File: src/rtl/particle_stream_fifo_if.sv
// Valid/ready stream bundle for the particle record FIFO: producer side,
// consumer side, and occupancy status.
interface particle_stream_fifo_if #(
  parameter int unsigned WIDTH = 114,
  parameter int unsigned DEPTH = 16
);
  localparam int unsigned CW = $clog2(DEPTH) + 1;

  logic [WIDTH-1:0] in_data;
  logic             in_valid;
  logic             in_ready;
  logic [WIDTH-1:0] out_data;
  logic             out_valid;
  logic             out_ready;
  logic [CW-1:0]    count;
  logic             almost_full;

  modport master (
    output in_data, in_valid, out_ready,
    input  in_ready, out_data, out_valid, count, almost_full
  );

  modport slave (
    input  in_data, in_valid, out_ready,
    output in_ready, out_data, out_valid, count, almost_full
  );
endinterface

File: src/rtl/particle_stream_fifo.sv
// First-word-fall-through elastic buffer for particle records with a registered
// head stage, occupancy count and almost-full flag.
module particle_stream_fifo #(
  parameter int unsigned WIDTH       = 114,
  parameter int unsigned DEPTH       = 16,
  parameter int unsigned ALMOST_FULL = 12
) (
  input  logic                   clk,
  input  logic                   rst_n,
  input  logic                   flush,
  particle_stream_fifo_if.slave  bus
);
  localparam int unsigned AW = $clog2(DEPTH);
  localparam int unsigned CW = AW + 1;

  logic [WIDTH-1:0] mem [DEPTH];

  logic [AW-1:0]    wp_q, wp_d, rp_q, rp_d;
  logic [CW-1:0]    count_q, count_d;
  logic [CW-1:0]    mem_cnt;
  logic [WIDTH-1:0] head_q, head_d;
  logic             head_valid_q, head_valid_d;
  logic             in_ready_q, almost_full_q;
  logic             push, pop, head_free, mem_rd, mem_wr;

  // The head register counts toward occupancy; the array holds everything behind it.
  always_comb begin
    push         = bus.in_valid & in_ready_q & ~flush;
    pop          = head_valid_q & bus.out_ready & ~flush;
    mem_cnt      = count_q - CW'(head_valid_q);
    head_free    = ~head_valid_q | pop;
    mem_rd       = head_free & (mem_cnt != '0);
    mem_wr       = push & ~(head_free & (mem_cnt == '0));
    head_d       = head_q;
    head_valid_d = head_valid_q;
    wp_d         = wp_q + AW'(mem_wr);
    rp_d         = rp_q + AW'(mem_rd);
    count_d      = count_q;

    // Refill the head from the array first; an empty array lets a push land directly.
    if (head_free) begin
      if (mem_rd) begin
        head_d       = mem[rp_q];
        head_valid_d = 1'b1;
      end else if (push) begin
        head_d       = bus.in_data;
        head_valid_d = 1'b1;
      end else begin
        head_valid_d = 1'b0;
      end
    end

    case ({push, pop})
      2'b10:   count_d = count_q + CW'(1);
      2'b01:   count_d = count_q - CW'(1);
      default: count_d = count_q;
    endcase

    if (flush) begin
      count_d      = '0;
      head_valid_d = 1'b0;
      wp_d         = '0;
      rp_d         = '0;
    end
  end

  always_ff @(posedge clk) begin
    if (!rst_n) begin
      wp_q          <= '0;
      rp_q          <= '0;
      count_q       <= '0;
      head_q        <= '0;
      head_valid_q  <= 1'b0;
      in_ready_q    <= 1'b0;
      almost_full_q <= 1'b0;
    end else begin
      wp_q          <= wp_d;
      rp_q          <= rp_d;
      count_q       <= count_d;
      head_q        <= head_d;
      head_valid_q  <= head_valid_d;
      in_ready_q    <= (count_d != CW'(DEPTH));
      almost_full_q <= (count_d >= CW'(ALMOST_FULL));
    end
  end

  always_ff @(posedge clk) begin
    if (rst_n && mem_wr) begin
      mem[wp_q] <= bus.in_data;
    end
  end

  always_ff @(posedge clk) begin
    if (rst_n && !flush) begin
      assert (!(bus.in_valid && in_ready_q && (count_q == CW'(DEPTH))))
        else $error("particle_stream_fifo: push while full");
      assert (!(mem_rd && (mem_cnt == '0)))
        else $error("particle_stream_fifo: read from empty storage");
    end
  end

  assign bus.in_ready    = in_ready_q & ~flush;
  assign bus.out_data    = head_q;
  assign bus.out_valid   = head_valid_q;
  assign bus.count       = count_q;
  assign bus.almost_full = almost_full_q;
endmodule

File: src/flat_wrapper.sv
// flat-port wrapper written by rule: the top's interface ports become plain ports
module particle_stream_fifo_flat 
#(
  parameter int unsigned WIDTH       = 114,
  parameter int unsigned DEPTH       = 16,
  parameter int unsigned ALMOST_FULL = 12
)
  (clk, rst_n, flush, bus_in_data, bus_in_valid, bus_out_ready, bus_in_ready, bus_out_data, bus_out_valid, bus_count, bus_almost_full);
  particle_stream_fifo_if #(.WIDTH(WIDTH), .DEPTH(DEPTH)) bus_i ();
  input  logic clk;
  input  logic rst_n;
  input  logic flush;
  input wire logic [$bits(bus_i.in_data)-1:0] bus_in_data;
  input wire logic [$bits(bus_i.in_valid)-1:0] bus_in_valid;
  input wire logic [$bits(bus_i.out_ready)-1:0] bus_out_ready;
  output wire logic [$bits(bus_i.in_ready)-1:0] bus_in_ready;
  output wire logic [$bits(bus_i.out_data)-1:0] bus_out_data;
  output wire logic [$bits(bus_i.out_valid)-1:0] bus_out_valid;
  output wire logic [$bits(bus_i.count)-1:0] bus_count;
  output wire logic [$bits(bus_i.almost_full)-1:0] bus_almost_full;
  assign bus_i.in_data = bus_in_data;
  assign bus_i.in_valid = bus_in_valid;
  assign bus_i.out_ready = bus_out_ready;
  assign bus_in_ready = bus_i.in_ready;
  assign bus_out_data = bus_i.out_data;
  assign bus_out_valid = bus_i.out_valid;
  assign bus_count = bus_i.count;
  assign bus_almost_full = bus_i.almost_full;
  particle_stream_fifo #(.WIDTH(WIDTH), .DEPTH(DEPTH), .ALMOST_FULL(ALMOST_FULL)) u_core (.clk(clk), .rst_n(rst_n), .flush(flush), .bus(bus_i));
endmodule
File: config.mk
export PLATFORM = sky130hd
export DESIGN_NAME = particle_stream_fifo_flat
export DESIGN_NICKNAME = d
export VERILOG_FILES = /design/src/rtl/particle_stream_fifo_if.sv /design/src/rtl/particle_stream_fifo.sv /design/src/flat_wrapper.sv
export SDC_FILE = /design/constraint.sdc
export NUM_CORES = 2
export LEC_CHECK = 0
export CORE_ASPECT_RATIO = 1.1
export CORE_MARGIN = 5
export CORE_UTILIZATION = 55
export CTS_CLUSTER_DIAMETER = 80
export CTS_CLUSTER_SIZE = 14
export DETAILED_ROUTE_END_ITERATION = 8
export PLACE_DENSITY = 0.79
export SYNTH_ARGS = -nofsm -noshare
export SYNTH_HDL_FRONTEND = slang
export SYNTH_SLANG_ARGS = --single-unit
File: constraint.sdc
create_clock -name clk -period 11.1 [get_ports clk]
set_input_delay 2.22 -clock clk [delete_from_list [all_inputs] [get_ports clk]]
set_output_delay 2.22 -clock clk [all_outputs]
set_load 0.005 [all_outputs]
==> results by group <==
Status
  – Status: finished, final reports clean

Yosys
  – Number of synthesis warnings: 0
  – Cells after synthesis: 3400
  – Cell Area, Synth: roughly 0.075 mm^2
  – Avg Synthesized Cell Area: 21.9 um^2
  – Asr flop ratio synth: 0
  – Syn_nets: 3527
  – Synth Flop Type: edfxtp_1
  – Sequential area share after synthesis: 0.769
  – Register bit total from synthesis: around 2.0k
  – EDFF count, synth: 1824
  – Library cells used by synthesis: a little under 50

Detailed routing
  – Top sig layer: met5
  – Via Count: 36.4k
  – Drt first pass iters: 6
  – Met1 WL: 65600 um
  – Met2 wire len: 82300 um
  – Starting DRC count in detailed routing: around 4.5k
  – DRT Wirelength: approximately 170000 um
  – Drt wl/cell: slightly above 30 um
  – Post-route DRC: 0
  – Routed vias/inst: 6.53
  – Routed Antenna Nets: 0
  – Met3 wire length: 15300 um

Clocking
  – Cts bufs inserted: between 150 and 200
  – CTS clk-pin slew, worst paths: 0.06 ns
  – Clk Latency, worst-skew pair: approximately 0.80 ns
  – CTS Sinks: 1954
  – Setup repair bufs after CTS: 0
  – Max Buffers Root-to-Sink: 3
  – Post-CTS Hold Buffers: 0
  – Root buf cell: clkbuf_16
  – TritonCTS clock tree: built
  – Post-CTS Resized: 0
  – H-tree depth: 4

Die
  – Row count: about 140
  – Die Ht: 396 um
  – I/O pins: 241
  – Core area: ~0.13 mm^2
  – Die area: 0.143 mm^2
  – Die W: 361 um
  – Initial Utilization: 0.554

Power and ir drop
  – Leakage: 24.6 nW
  – Power Density: ~170 mW/mm^2
  – Final Power: 14.3 mW
  – Peak supply drop: around 0.00017 V

Timing
  – Setup-failing EPs final: 0
  – Period utilization: 0.541
  – Setup ws final: 5.09 ns
  – Worst Max-Slew Pin Slew: roughly 1.3 ns
  – Worst hold slack: roughly 0.47 ns
  – Fmax: 0.167 GHz
  – RSZ-0062 raised after global routing: false
  – Setup TNS Final: 0 ns
  – Minimum clock period after layout: between 6 and 7 ns
  – Clk_skew: 0.0282 ns
  – Hold Violations, Final: 0
  – Slew headroom: 0.162
  – Final Slew Violations: 0

GRT
  – Total GRT Usage: 0.234
  – Vias in the first global route: about 38k
  – Initial antenna violation count: 9
  – Largest net degree at the start of global routing: 151
  – First-pass GRT wire length: approximately 250000 um
  – GRT overflow: 0

Final layout
  – Synthesis-to-finish area growth: 12.0%
  – Reg area: 0.0574 mm^2
  – Layout cells sized above 1: 0.220
  – Nets@finish: ~3.8k
  – Fillers: between 8k and 9k
  – Area of the multi-input gates: 0.0163 mm^2

Placed design
  – Hpwl dp: ~90000 um
  – GP Congestion: between 0.7 and 0.8
  – Quantity of I/O buffers inserted on ports: between 200 and 250
  – DP Worst Slack: 4.30 ns

Worst setup path
  – Worst EP required: around 12 ns
  – Reg-to-reg slack, setup: approximately 6.5 ns
  – Crit path max fanout: between 60 and 70
  – Critical Path Start Type: input port
  – Setup Crit Path Kind: input port to flop
  – Crit path DAT: 6.41 ns
  – Crit. End Element: flop

Worst hold path
  – Worst hold path class: flop to flop

Run
  – Max-cap viol count: 0
==> final timing paths <==
path / startpoint / end / depth (start not counted)
max: flush / u_core.mem[11][30] / 10
min: u_core.bus.out_data[105] / u_core.bus.out_data[105] / 2
max reg2reg: u_core.bus.count[0] / u_core.mem[11][30] / 9
min reg2reg: u_core.bus.out_data[105] / u_core.bus.out_data[105] / 2
==> critical path: stages <==
cell             delay (ns)
clkdlybuf4s50_1        0.48
nor2b_2                0.16
and2_1                 0.16
buf_4                  0.32
inv_2                  0.14
a21oi_2                0.37
nand4b_1               0.48
nor2_4                 0.21
buf_4                  0.75
buf_4                  0.98
==> sequential cells by signal, summed over array words and instances, names as in the netlist <==
register and count:
u_core.bus.count 5, u_core.wp_q 4, u_core.bus.out_data 114, u_core.mem 1824, u_core.rp_q 4, u_core.bus.out_valid 1, u_core.bus.almost_full 1, u_core.in_ready_q 1
==> cells in the mapped netlist (35+ instances only) <==
library cell  number  area share
nor2b_1          106      0.0089
nor2_1            39      0.0020
edfxtp_1        1824        0.73
mux2_2            35      0.0053
mux2i_1           92       0.012
buf_4             51      0.0051
a211oi_1         103       0.010
buf_2             61      0.0041
dfxtp_1          130       0.035
a2111oi_2         90       0.018
mux4_2           432        0.13
clkbuf_1          93      0.0047
o22ai_1          115      0.0096
==> layout by cell type, fill, tap and decap left out, types with 55 or more instances in the layout <==
cell type and count:
clkdlybuf4s50_1 240, buf_4 55, mux2i_1 92, clkbuf_1 107
a211oi_1 103, edfxtp_1 1824, clkbuf_16 158, mux4_2 432
a2111oi_2 90, nor2b_1 106, o22ai_1 115, dfxtp_1 126
==> area by class of cell <==
cell class / instances / share of cell area
Multi-Input combinational cell: 1227 / 0.195
Clock buffer: 266 / 0.0523
Inverter: 7 / 0.000404
Tap cell: 1787 / 0.0268
Timing Repair Buffer: 301 / 0.0351
Antenna cell: 8 / 0.000240
Sequential cell: 1954 / 0.687
Clock inverter: 19 / 0.00391
==> metrics by stage <==
step           instances  utilization  cell area (um^2)
6_report            5569        0.621             83600
5_1_grt             5566        0.621             83600
4_1_cts             5561        0.621             83600
3_5_place_dp        5276        0.586             78900
3_3_place_gp        5276        0.586             78900
2_1_floorplan       3400            -             74600
==> metal layers <==
layer	global-route usage	vias up
met4	0.0730	2
met1	0.333	19161
li1	-	14903
met2	0.373	2021
met5	0	-
met3	0.0480	278
==> cell families after synthesis <==
group | after synthesis | share of synthesized area
flops | 1954 | 0.769
mux | 559 | 0.148
compound gates | 415 | 0.0476
simple gates | 234 | 0.0175
buf+inv | 219 | 0.0150
xor+xnor | 11 | 0.00129
fa+ha+maj | 8 | 0.00134
==> power by group <==
part,leakage (nW),switching [mW],internal [mW],total (mW)
sequential,17.5,0.0792,8.11,8.19
combinational,4.92,0.450,0.371,0.821
clock,2.22,2.51,2.73,5.25
total,24.6,3.04,11.2,14.3
Power figures use the tool's default switching activity.
